<file path="src/rtl/fetch_pkg.sv">
// Shared types and constants for the instruction fetch stage.
package fetch_pkg;

    localparam int          WORD_W = 32;
    localparam logic [31:0] PC_INC = 32'd4;

    // One buffered instruction: the word and the address it was fetched from.
    typedef struct packed {
        logic [WORD_W-1:0] pc;
        logic [WORD_W-1:0] instr;
    } fetch_entry_t;

    // Fetch addresses are always word aligned; low two bits are dropped.
    function automatic logic [WORD_W-1:0] align_pc(input logic [WORD_W-1:0] a);
        return {a[WORD_W-1:2], 2'b00};
    endfunction

endpackage

</file>
<file path="src/rtl/fetch_fifo.sv">
// Small in-order FIFO of fetch entries with synchronous clear.
// Used both for the instruction queue and for the in-flight PC tags.
module fetch_fifo
    import fetch_pkg::*;
#(
    parameter  int DEPTH = 2,
    localparam int AW    = (DEPTH > 1) ? $clog2(DEPTH) : 1,
    localparam int CW    = $clog2(DEPTH + 1)
) (
    input  logic          clk,
    input  logic          reset,
    input  logic          clear,
    input  logic          push,
    input  fetch_entry_t  push_data,
    input  logic          pop,
    output fetch_entry_t  head,
    output logic [CW-1:0] count
);

    fetch_entry_t    mem [DEPTH];
    logic [AW-1:0]   rd_ptr;
    logic [AW-1:0]   wr_ptr;
    logic            push_ok;
    logic            pop_ok;

    // Guard against overflow/underflow so a misbehaving caller cannot corrupt state.
    always_comb begin
        push_ok = push && (count != CW'(DEPTH));
        pop_ok  = pop && (count != '0);
    end

    assign head = mem[rd_ptr];

    // Pointer, occupancy and storage update; clear empties without touching storage.
    always_ff @(posedge clk) begin
        if (reset) begin
            rd_ptr <= '0;
            wr_ptr <= '0;
            count  <= '0;
            for (int i = 0; i < DEPTH; i++) mem[i] <= '0;
        end else if (clear) begin
            rd_ptr <= '0;
            wr_ptr <= '0;
            count  <= '0;
        end else begin
            if (push_ok) begin
                mem[wr_ptr] <= push_data;
                wr_ptr      <= wr_ptr + 1'b1;
            end
            if (pop_ok) rd_ptr <= rd_ptr + 1'b1;
            case ({push_ok, pop_ok})
                2'b10:   count <= count + CW'(1);
                2'b01:   count <= count - CW'(1);
                default: count <= count;
            endcase
        end
    end

endmodule

</file>
<file path="src/rtl/fetch_unit.sv">
// Instruction fetch stage: owns the fetch PC, issues word reads to
// instruction memory under a credit limit, buffers returned words with their
// PCs and hands them to the decoder. Redirects flush buffered words and mark
// in-flight responses as stale so they are discarded on arrival.
module fetch_unit
    import fetch_pkg::*;
#(
    parameter int          DEPTH    = 2,
    parameter logic [31:0] RESET_PC = 32'h0000_0000
) (
    input  logic              clk,
    input  logic              reset,
    output logic              imem_req_valid,
    input  logic              imem_req_ready,
    output logic [WORD_W-1:0] imem_req_addr,
    input  logic              imem_rsp_valid,
    input  logic [WORD_W-1:0] imem_rsp_data,
    output logic              instr_valid,
    input  logic              instr_ready,
    output logic [WORD_W-1:0] instr,
    output logic [WORD_W-1:0] instr_pc,
    input  logic              redirect_valid,
    input  logic [WORD_W-1:0] redirect_pc
);

    localparam int CW = $clog2(DEPTH + 1);

    typedef enum logic {RUN, FLUSH} fstate_t;

    fstate_t            state, state_d;
    logic [WORD_W-1:0]  fetch_pc, fetch_pc_d;
    logic [CW-1:0]      outstanding, outstanding_d;
    logic [CW-1:0]      drop, drop_d;

    logic [CW-1:0]      q_count;
    logic [CW-1:0]      t_count;
    fetch_entry_t       q_head;
    fetch_entry_t       t_head;
    fetch_entry_t       q_push_data;
    fetch_entry_t       t_push_data;

    logic [CW:0]        inflight;
    logic               credit;
    logic               rsp_ok;
    logic               req_fire;
    logic               instr_fire;
    logic               q_push;
    logic               unused_tag_instr;

    // Handshake qualification. The tag FIFO tracks exactly the requests still
    // owed a response, so an empty tag FIFO marks a spurious response.
    // A slot popped by the decoder this cycle already counts as free: any
    // request issued now returns at the earliest next cycle, after the pop.
    always_comb begin
        rsp_ok         = imem_rsp_valid && (t_count != '0);
        instr_valid    = !reset && (q_count != '0) && !redirect_valid;
        instr_fire     = instr_valid && instr_ready;
        inflight       = (CW+1)'(q_count) + (CW+1)'(outstanding) - (CW+1)'(instr_fire);
        credit         = inflight < (CW+1)'(DEPTH);
        imem_req_valid = !reset && credit && !redirect_valid;
        imem_req_addr  = reset ? '0 : fetch_pc;
        req_fire       = imem_req_valid && imem_req_ready;
        q_push         = rsp_ok && !redirect_valid && (state == RUN);
        instr          = reset ? '0 : q_head.instr;
        instr_pc       = reset ? '0 : q_head.pc;
        t_push_data    = '{pc: fetch_pc, instr: '0};
        q_push_data    = '{pc: t_head.pc, instr: imem_rsp_data};
    end

    assign unused_tag_instr = ^t_head.instr;

    // Next-state: PC advance, in-flight count, stale-response count and RUN/FLUSH.
    always_comb begin
        fetch_pc_d    = fetch_pc;
        drop_d        = drop;
        outstanding_d = outstanding + CW'(req_fire) - CW'(rsp_ok);
        if (redirect_valid) begin
            fetch_pc_d = align_pc(redirect_pc);
            // Everything still owed after this cycle's response is stale.
            drop_d     = outstanding - CW'(rsp_ok);
        end else begin
            if (req_fire) fetch_pc_d = fetch_pc + PC_INC;
            if (rsp_ok && (drop != '0)) drop_d = drop - CW'(1);
        end
        state_d = (drop_d != '0) ? FLUSH : RUN;
    end

    // State registers.
    always_ff @(posedge clk) begin
        if (reset) begin
            state       <= RUN;
            fetch_pc    <= RESET_PC;
            outstanding <= '0;
            drop        <= '0;
        end else begin
            state       <= state_d;
            fetch_pc    <= fetch_pc_d;
            outstanding <= outstanding_d;
            drop        <= drop_d;
        end
    end

    // Decoder-facing instruction queue; flushed by redirect.
    fetch_fifo #(.DEPTH(DEPTH)) u_queue (
        .clk       (clk),
        .reset     (reset),
        .clear     (redirect_valid),
        .push      (q_push),
        .push_data (q_push_data),
        .pop       (instr_fire),
        .head      (q_head),
        .count     (q_count)
    );

    // Issued-address tags, matched to responses in order; survives redirects
    // because stale responses still have to be paired off.
    fetch_fifo #(.DEPTH(DEPTH)) u_tags (
        .clk       (clk),
        .reset     (reset),
        .clear     (1'b0),
        .push      (req_fire),
        .push_data (t_push_data),
        .pop       (rsp_ok),
        .head      (t_head),
        .count     (t_count)
    );

endmodule
</file>
<file path="config.mk">
export PLATFORM = sky130hd
export DESIGN_NAME = fetch_unit
export DESIGN_NICKNAME = d
export VERILOG_FILES = /design/src/rtl/fetch_pkg.sv /design/src/rtl/fetch_fifo.sv /design/src/rtl/fetch_unit.sv
export SDC_FILE = /design/constraint.sdc
export NUM_CORES = 1
export LEC_CHECK = 0
export CAP_MARGIN = 20
export CORE_AREA = 3 3 151 153
export CTS_CLUSTER_SIZE = 10
export DETAILED_ROUTE_END_ITERATION = 7
export DIE_AREA = 0 0 154 156
export PLACE_DENSITY = 0.76
export SLEW_MARGIN = 5
export SYNTH_ARGS = -nofsm -noshare
export SYNTH_HDL_FRONTEND = slang
export SYNTH_SLANG_ARGS = --single-unit
</file>
<file path="constraint.sdc">
create_clock -name clk -period 7 [get_ports clk]
set_input_delay 1.4 -clock clk [delete_from_list [all_inputs] [get_ports clk]]
set_output_delay 1.4 -clock clk [all_outputs]
set_load 0.05 [all_outputs]
</file>
# --- Word level (Yosys, flattened, before mapping) ---
# Memory sizes are Yosys's and may differ from the RTL's. A register that Yosys moved wholly into a read port is not among the register bits.
# Cells that the tools add are included.
word_totals:
  mem_count: 2
  input_bits: 70
  ram_bits: 192
  output_inout_bits: 98
  wordCells: 91
  mem_bits_ro: 0
  latch_bits: 0
  reg_bits: 45
mem_list:
  columns: ["memory", "words", "width", "read_ports", "rd_clocked_by_memory_dff", "write_ports", "line", "text"]
  rows:
  - ["u_queue.mem", 2, 64, 1, 1, 2, "fetch_fifo.sv:20", "fetch_entry_t mem [DEPTH];"]
  - ["u_tags.mem", 2, 32, 1, 1, 2, "fetch_fifo.sv:20", null]
classes:
  n_mux: 29
  multipliers: 0
  n_eq_ne: 6
  shifts: 0
  bitwise: 1
  n_addsub: 15
  n_reduce_logical: 26
  n_lt_le_gt_ge: 1
  div: 0
op_table:
  columns: ["operator", "n"]
  rows:
  - ["2-to-1 mux 32 bit", 6]
  - ["2-to-1 mux 64 bit", 1]
  - ["OR reduction 64 bit", 1]
  - ["adder 32 x 3 -> 32 bit, second input constant", 1]
  - ["OR reduction 32 bit", 1]
  - ["2-to-1 mux 1 bit", 18]
  - ["logical AND 1 bit", 14]
  - ["nonzero test 2 bit", 7]
  - ["one-hot mux 2 bit (2 select lines)", 2]
  - ["subtractor 2 x 1 -> 2 bit, second input constant", 3]
  - ["adder 1 bit, second input constant", 4]
  - ["adder 2 x 1 -> 2 bit, second input constant", 2]
  - ["equality test 2 x 1 -> 1 bit, second input constant", 2]
  - ["equality test 2 bit, second input constant", 2]
  - ["2-to-1 mux 2 bit", 2]
  - ["!= test 2 bit, second input constant", 2]
  - ["subtractor 2 x 1 -> 2 bit", 2]
  - ["adder 2 x 2 -> 3 bit", 1]
  - ["less-than comparator 3 x 2 -> 1 bit, second input constant", 1]
  - ["subtractor 3 x 1 -> 3 bit", 1]
  - ["adder 2 x 1 -> 2 bit", 1]
  - ["logical NOT 1 bit", 2]
  - ["OR reduction 2 bit", 1]
  - ["inverter 1 bit", 1]

# --- Longest topological paths before layout ---
# Gate-level depths: netlist of the first run.
depth:
  ltp_word: 15
  mapped_depth: 17
  ltp_nobuf: 14

# --- Cells and area by module ---
# A second synthesis of the first run with hierarchy kept.
hier_totals:
  cells_unflattened: 1114
  area_unflattened_um2: 14443.9
modules_own_cells:
  columns: ["module", "cells_each", "area_each_um2", "seq_area_each_um2", "instances"]
  rows:
  - ["fetch_fifo", 370, 5824.3, 3943.8, 2]
  - ["fetch_unit", 374, 2795.2, 700.7, 1]

# --- Worst setup path after synthesis of the first run ---
# OpenSTA, ideal clock, no wires.
synth_path:
  path_kind: "input to output"
  from: "input port reset"
  to: "output port imem_req_valid"
  t_arrival_ps: 4631
  path_buffers: 1
  cell_stages: 9
  required_ps: 5600
  path_slack_ps: 969
  path_cell_list: "buf_6 > nor2_1 > a21boi_0 > and2_1 > ha_1 > nand2b_1 > fa_1 > xor2_1 > and3_1"
synth_via:
  elab_chain_len: 8
synth_rtl:
  columns: ["item", "line", "text"]
  rows:
  - ["from (decl)", "fetch_unit.sv:12", "input logic reset,"]
  - ["logical NOT 1 bit", "fetch_unit.sv:56", "instr_valid = !reset && (q_count != '0) && !redirect_valid;"]
  - ["logical AND 1 bit (2 in series)", "fetch_unit.sv:56", null]
  - ["via instr_valid", "fetch_unit.sv:18", "output logic instr_valid,"]
  - ["logical AND 1 bit", "fetch_unit.sv:57", "instr_fire = instr_valid && instr_ready;"]
  - ["subtractor 3 x 1 -> 3 bit", "fetch_unit.sv:58", "inflight = (CW+1)'(q_count) + (CW+1)'(outstanding) - (CW+1)'(instr_fire);"]
  - ["less-than comparator 3 x 2 -> 1 bit", "fetch_unit.sv:59", "credit = inflight < (CW+1)'(DEPTH);"]
  - ["logical AND 1 bit (2 in series)", "fetch_unit.sv:60", "imem_req_valid = !reset && credit && !redirect_valid;"]
  - ["to (decl)", "fetch_unit.sv:13", "output logic imem_req_valid,"]
# The timed path passes the listed nets, and every way through them passes these cells.

# --- Worst setup path in the final report of the first run ---
layout_path:
  from: "input port redirect_valid"
  to: "output port imem_req_valid"
layout_via:
  elab_chain_len: 7
layout_rtl:
  columns: ["item", "line", "text"]
  rows:
  - ["from (decl)", "fetch_unit.sv:22", "input logic redirect_valid,"]
  - ["logical NOT 1 bit (*)", "fetch_unit.sv:56, fetch_unit.sv:60", null]
  - ["logical AND 1 bit", "fetch_unit.sv:56", null]
  - ["logical AND 1 bit", "fetch_unit.sv:57", null]
  - ["subtractor 3 x 1 -> 3 bit", "fetch_unit.sv:58", null]
  - ["less-than comparator 3 x 2 -> 1 bit", "fetch_unit.sv:59", null]
  - ["logical AND 1 bit", "fetch_unit.sv:60", null]
  - ["logical AND 1 bit (*)", "fetch_unit.sv:60", null]
# Mark *: on every way between the ends. The rest lies on a longest branch, timed or not.

==> results of run 1 <==
-- cell usage in the layout (no fill, tap or decap), drive strengths merged, types with 2 or more instances in the layout --
| master | n |
|---|---|
| xnor2 | 13 |
| nor2 | 213 |
| nand4 | 16 |
| clkbuf | 47 |
| a32oi | 2 |
| dfxtp | 45 |
| o21bai | 2 |
| o21ai | 12 |
| edfxtp | 184 |
| and3 | 43 |
| xor2 | 6 |
| inv | 47 |
| buf | 18 |
| nand2 | 32 |
| a22oi | 4 |
| or4 | 2 |
| nand2b | 33 |
| nand3 | 11 |
| a31oi | 9 |
| ha | 9 |
| and4 | 6 |
| nor3 | 11 |
| a21oi | 18 |
| a211oi | 6 |
| a2111oi | 2 |
| mux2i | 96 |
| o211ai | 5 |
| clkdlybuf4s50 | 159 |
| and2 | 39 |
| or3 | 6 |
| conb | 4 |
-- cells in the mapped netlist, drive strengths merged (18+ instances only) --
cell      n  area share (%)
a21oi    18            0.84
and2     39             2.3
and3     43             2.5
buf      28             1.4
clkbuf   38             1.3
dfxtp    45             8.4
edfxtp  184              52
inv      47             1.7
mux2i    96             9.0
nand2    32             1.1
nand2b   33             1.9
nor2    213             7.5
-- state kept, by name (all words and copies together) (netlist names), named ones only --
name and count:
state 1, u_queue.count 2, u_queue.wr_ptr 1, fetch_pc 30
u_tags.wr_ptr 1, u_queue.mem 124, u_tags.count 2, u_tags.rd_ptr 1
drop 2, outstanding 2, u_queue.rd_ptr 1, u_tags.mem 60
-- kinds of logic (layout without fill, tap and decap cells) --
kind of cell               Yosys count  count (layout)
and+or+nand+nor                    418             418
DFF                                229             229
buffers and inverters              113             273
muxes                               97              97
AOI/OAI and AO/OA                   69              69
xor gates and xnor gates            19              19
adders and majority gates           10              10
other                                1               4
-- worst min-delay path, delay by kind of cell (launching register included) --
kind / cells / cell delay, ps
AOI/OAI and AO/OA: 1 / 60
DFF: 1 / 320
and+or+nand+nor: 1 / 60
-- layer usage --
metal / GRT usage, % / wire, um
met3: 2.940 / 1478
met5: 0 / 0
met2: 34.13 / 12040
met1: 25.44 / 10060
met4: 6.140 / 632
-- layout make-up --
cell class                      count  area share, %
Tap cell                          280          2.628
Timing Repair Buffer              177          13.50
Sequential cell                   229          48.23
Clock inverter                      2        0.09385
Clock buffer                       47          5.706
Inverter                           47          1.323
Multi-Input combinational cell    617          28.52
-- power groups by stage --
stage	logic, mW	registers [mW]	clock network, mW
2_1_floorplan	0.420	1.65	0
3_3_place_gp	0.607	1.65	0
3_5_place_dp	0.616	1.66	0
4_1_cts	0.618	1.63	1.25
5_1_grt	0.663	1.64	1.31
6_report	0.617	1.63	1.23
-- worst min path at each step --
stage                    endpoint  slack, ps  cells past startpoint
CTS                 u_tags.wr_ptr        480                      2
global route        u_tags.wr_ptr        510                      2
detailed placement  u_tags.wr_ptr        470                      2
global placement    u_tags.wr_ptr        450                      2
floorplan           u_tags.wr_ptr        450                      2
finish              u_tags.wr_ptr        490                      2
==> results.py, run 1 <==
metrics = {
    "place": {
        "dpl_cell_area_um2": 12530,
        "pre_cts_ws_ps": 1378,
        "place_congestion": 0.8003,
        "placed_cells": 1349,
        "portBuffers": 161,
        "dp_hpwl_um": 15640,
    },
    "critical_path": {
        "path_buf_inv": 2,
        "end_kind": "output pin",
        "r2r_end": "u_tags.mem[0][29]",
        "path_class": "in2out",
        "reg2reg_depth": 12,
        "slowest_stage": "clkdlybuf4s50_1",
        "crit_path_cell_trace": "clkdlybuf4s50_1 -> nor2_1 -> a21boi_0 -> and2_1 -> ha_1 -> nand2b_1 -> fa_1 -> xor2_1 -> and3_1 -> buf_12",
        "critPathArrivalTime_ps": 4210,
        "cp_num_cells": 10,
        "reg2reg_slack_ps": 3080,
        "start_kind": "input pin",
        "crit_end": "imem_req_valid",
        "max_stage_delay_ps": 430,
        "crit_fanout": 5,
        "cpLargestDelayFamily": "simple AND/OR/NAND/NOR gates",
        "rr_startpoint": "u_queue.count[0]",
        "required_ps": 5600,
        "worstSetupStartpoint": "redirect_valid",
    },
    "synthesis": {
        "ys_seq_area_share_pct": 60.27,
        "synth_top_family_by_area": "simple AND/OR/NAND/NOR gates",
        "synth_compound_area_share_pct": 4.295,
        "synth.distinct_cells": 55,
        "synthCells": 956,
        "synth_area_per_cell_um2": 11.15,
        "ys.flop_type": "edfxtp_1",
        "synth-xor-area-share_pct": 1.561,
        "synthMuxAreaShare_pct": 9.118,
        "synthesis.area_um2": 10660,
        "synth_edf_count": 184,
        "synthArstFlopShare_pct": 0,
        "synth-seq-cells": 229,
        "synth-simple-area-share_pct": 19.07,
        "synthesis.yosys.warnings": 0,
        "synth-adder-area-share_pct": 1.244,
    },
    "layout": {
        "design_area_um2": 13330,
        "syn_to_final_growth_pct": 25.03,
        "multi_input_area_um2": 3802,
        "fin_nets": 1179,
        "fillers": 1653,
        "final_cells": 1399,
        "utilization_pct": 61.47,
        "ff_latch_area_um2": 6430,
        "diodes": 0,
        "layout-drive-gt1-share_pct": 5.451,
    },
    "clock_tree": {
        "htreeDepth": 1,
        "post_cts_buffers": 0,
        "post_cts_resized": 0,
        "clock_sinks": 229,
        "cts_tree": "built",
        "clk_pin_slew_worst_paths_ps": 50,
        "numCtsBuffers": 27,
        "ctsHoldBuffers": 0,
        "clockBufferDepth": 3,
        "clkLatencyLatePin_ps": 510,
        "root_buffer": "clkbuf_16",
    },
    "global_route": {
        "grt_pass1_vias": 7455,
        "grt_start_max_net_pins": 85,
        "grt_use_total_pct": 19.60,
        "grt_pass1_wl_um": 38440,
        "grt_antenna_before_repair": 0,
        "gr-total-overflow": 0,
    },
    "floorplanning": {
        "start_util_pct": 49.16,
        "pin_count": 168,
        "num_rows": 54,
        "core_area_um2": 21690,
        "fp.dieH_um": 156,
        "die-area_um2": 24020,
        "die_x_um": 154,
    },
    "power_and_ir_drop": {
        "power_mw": 3.473,
        "p_clk_share_pct": 35.3,
        "swShare_pct": 27.18,
        "switchingPower_uw": 943.8,
        "p_per_area_nw_per_um2": 260.5,
        "comb_power_share_pct": 17.8,
        "seqPwrFrac_pct": 46.9,
        "irDropWorstVdd_mv": 0.1886,
        "internal_power_mw": 2.529,
        "p_leak_nw": 4.945,
    },
    "detailed_routing": {
        "drc_errors": 0,
        "vias": 7493,
        "drt_pass1_iterations": 5,
        "vias_per_cell": 5.356,
        "wl_per_cell_um": 17.31,
        "wl_um": 24220,
        "drt_iter0_markers": 507,
        "drtAntennaViolNets": 0,
    },
    "sta": {
        "setup_ws_ps": 1387,
        "worst_pin_slew_ps": 966.2,
        "finalSetupViolations": 0,
        "hold_ws_ps": 485.8,
        "fin_crit_sh_pct": 80.18,
        "final_max_slew_viol_count": 0,
        "min_period_ps": 5613,
        "fin_skew_ps": 8.245,
        "rsz0062_at_grt": "false",
        "fmax_mhz": 178.2,
        "final.setup.tns_ps": 0,
        "slew_headroom_pct": 35.42,
        "hold_violations": 0,
    },
    "min_path": {
        "hp-class": "reg2reg",
        "hp-start": "u_tags.wr_ptr",
    },
    "status": {
        "status": "finished, final reports clean",
    },
    "run": {
        "drv_cap": 0,
    },
}
No activity file was read; power rests on OpenSTA's default activity.
==> run 2: changes to the inputs <==
--- a/config.mk
+++ b/config.mk
@@ -6,11 +6,11 @@
 export NUM_CORES = 1
 export LEC_CHECK = 0
 export CAP_MARGIN = 20
-export CORE_AREA = 3 3 151 153
+export CORE_AREA = 3 3 152 154
 export CTS_CLUSTER_SIZE = 10
 export DETAILED_ROUTE_END_ITERATION = 7
-export DIE_AREA = 0 0 154 156
-export PLACE_DENSITY = 0.76
+export DIE_AREA = 0 0 155 157
+export PLACE_DENSITY = 0.78
 export SLEW_MARGIN = 5
 export SYNTH_ARGS = -nofsm -noshare
 export SYNTH_HDL_FRONTEND = slang
==> constraint.sdc (replaced) <==
create_clock -name clk -period 5.13 [get_ports clk]
set_input_delay 1.026 -clock clk [delete_from_list [all_inputs] [get_ports clk]]
set_output_delay 1.026 -clock clk [all_outputs]
set_load 0.05 [all_outputs]
==> results.py, run 2 (synthesis results as in run 1) <==
metrics = {
    "status": {
        "status": "finished, final reports clean",
    },
    "floorplanning": {
        "pin_count": 168,
        "start_util_pct": 48.86,
        "die-area_um2": 24340,
        "num_rows": 54,
        "die_x_um": 155,
        "core_area_um2": 21820,
        "fp.dieH_um": 157,
    },
    "layout": {
        "reg.largest.list": "u_queue.mem: 124 flops, u_tags.mem: 60 flops, fetch_pc: 30 flops",
        "most-common-layout-cells": "nor2_1 (212), edfxtp_1 (184), clkdlybuf4s50_1 (159), mux2i_1 (96), inv_1 (46)",
        "largest_reg_flops": 124,
        "fillers": 1712,
        "syn_to_final_growth_pct": 25.68,
        "fin_nets": 1183,
        "regMostFlops": "u_queue.mem",
        "final_common_cell": "nor2_1",
        "utilization_pct": 61.40,
        "layout-drive-gt1-share_pct": 5.788,
        "diodes": 0,
    },
    "detailed_routing": {
        "wl_um": 23420,
        "wl_per_cell_um": 16.69,
        "drt_iter0_markers": 503,
        "vias": 7456,
        "drtAntennaViolNets": 0,
        "drt_pass1_iterations": 6,
        "vias_per_cell": 5.314,
        "drc_errors": 0,
    },
    "clock_tree": {
        "ctsHoldBuffers": 0,
        "post_cts_buffers": 0,
        "clk_pin_slew_worst_paths_ps": 50,
        "htreeDepth": 1,
        "post_cts_resized": 0,
        "root_buffer": "clkbuf_16",
        "numCtsBuffers": 27,
        "clkLatencyLatePin_ps": 510,
        "cts_tree": "built",
        "clock_sinks": 229,
        "clockBufferDepth": 3,
    },
    "sta": {
        "slew_headroom_pct": 46.39,
        "min_period_ps": 4534,
        "hold_violations": 0,
        "rsz0062_at_grt": "false",
        "worst_pin_slew_ps": 800.7,
        "final_max_slew_viol_count": 0,
        "final.setup.tns_ps": 0,
        "fmax_mhz": 220.6,
        "finalSetupViolations": 0,
        "fin_skew_ps": 15.56,
        "fin_crit_sh_pct": 88.37,
    },
    "critical_path": {
        "path_class": "in2out",
        "crit_fanout": 5,
        "start_kind": "input pin",
        "required_ps": 4100,
        "end_kind": "output pin",
        "critPathArrivalTime_ps": 3510,
    },
    "min_path": {
        "hp-class": "reg2reg",
    },
    "place": {
        "portBuffers": 161,
        "dp_hpwl_um": 15230,
        "place_congestion": 0.8467,
    },
    "global_route": {
        "gr-total-overflow": 0,
        "grt_use_total_pct": 19.07,
        "grt_antenna_before_repair": 0,
        "grt_pass1_vias": 7252,
        "grt_start_max_net_pins": 144,
        "grt_pass1_wl_um": 38010,
    },
    "run": {
        "drv_cap": 0,
    },
    "power_and_ir_drop": {
        "p_per_area_nw_per_um2": 358.2,
        "p_leak_nw": 4.972,
        "irDropWorstVdd_mv": 0.1983,
    },
}
-- run 2: where the power goes --
group          internal, mW  total, mW  switching [mW]
Sequential             2.16       2.22          0.0641
Combinational         0.315      0.856           0.541
Clock                  1.04       1.72           0.679
Total                  3.52       4.80            1.28
-- run 2: per-stage QoR --
stage	area, um^2	total power [mW]	hold slack, ps	setup WS (ps)	instances
2_1_floorplan	10680	2.821	445.1	191.4	959
4_1_cts	13320	4.823	480.3	563.8	1399
6_report	13400	4.800	477.7	596.5	1403
5_1_grt	13400	5.007	516.3	443.4	1403
3_3_place_gp	12520	3.088	454.6	425.8	1350
3_5_place_dp	12520	3.111	472.5	370.8	1350
-- run 2: worst paths after layout --
| check | startpoint | endpoint | slack (ps) | depth (start not counted) |
|---|---|---|---|---|
| setup / recovery | redirect_valid | imem_req_valid | 600 | 11 |
| hold / removal | u_tags.wr_ptr | u_tags.wr_ptr | 480 | 2 |
| setup reg to reg | u_queue.count[0] | outstanding[1] | 1610 | 15 |
| hold reg to reg | u_tags.wr_ptr | u_tags.wr_ptr | 480 | 2 |
-- run 2: layout make-up --
class	count	area (um^2)	area share, %
Multi-Input combinational cell	617	3812	28.45
Sequential cell	229	6430	47.98
Tap cell	280	350.3	2.614
Inverter	47	176.4	1.317
Clock inverter	1	30.03	0.2241
Timing Repair Buffer	181	1837	13.71
Clock buffer	48	764.5	5.705
-- run 2: per-layer routing --
| layer | vias up | global-route usage, % | part of all wire, % |
|---|---|---|---|
| li1 | 3631 | - | - |
| met1 | 3525 | 27.37 | 44 |
| met2 | 266 | 31.02 | 47 |
| met3 | 34 | 2.722 | 6.8 |
| met4 | 0 | 4.542 | 1.8 |
| met5 | - | 0 | 0 |
-- run 2: worst max-delay path, stage by stage --
cell and delay [ps]:
clkdlybuf4s50_1 420, nor2_1 210, a21boi_2 240, and2_1 150, ha_1 210, nand2b_1 150, fa_1 390, xor2_1 160
buf_4 170, and3_1 230, buf_12 150
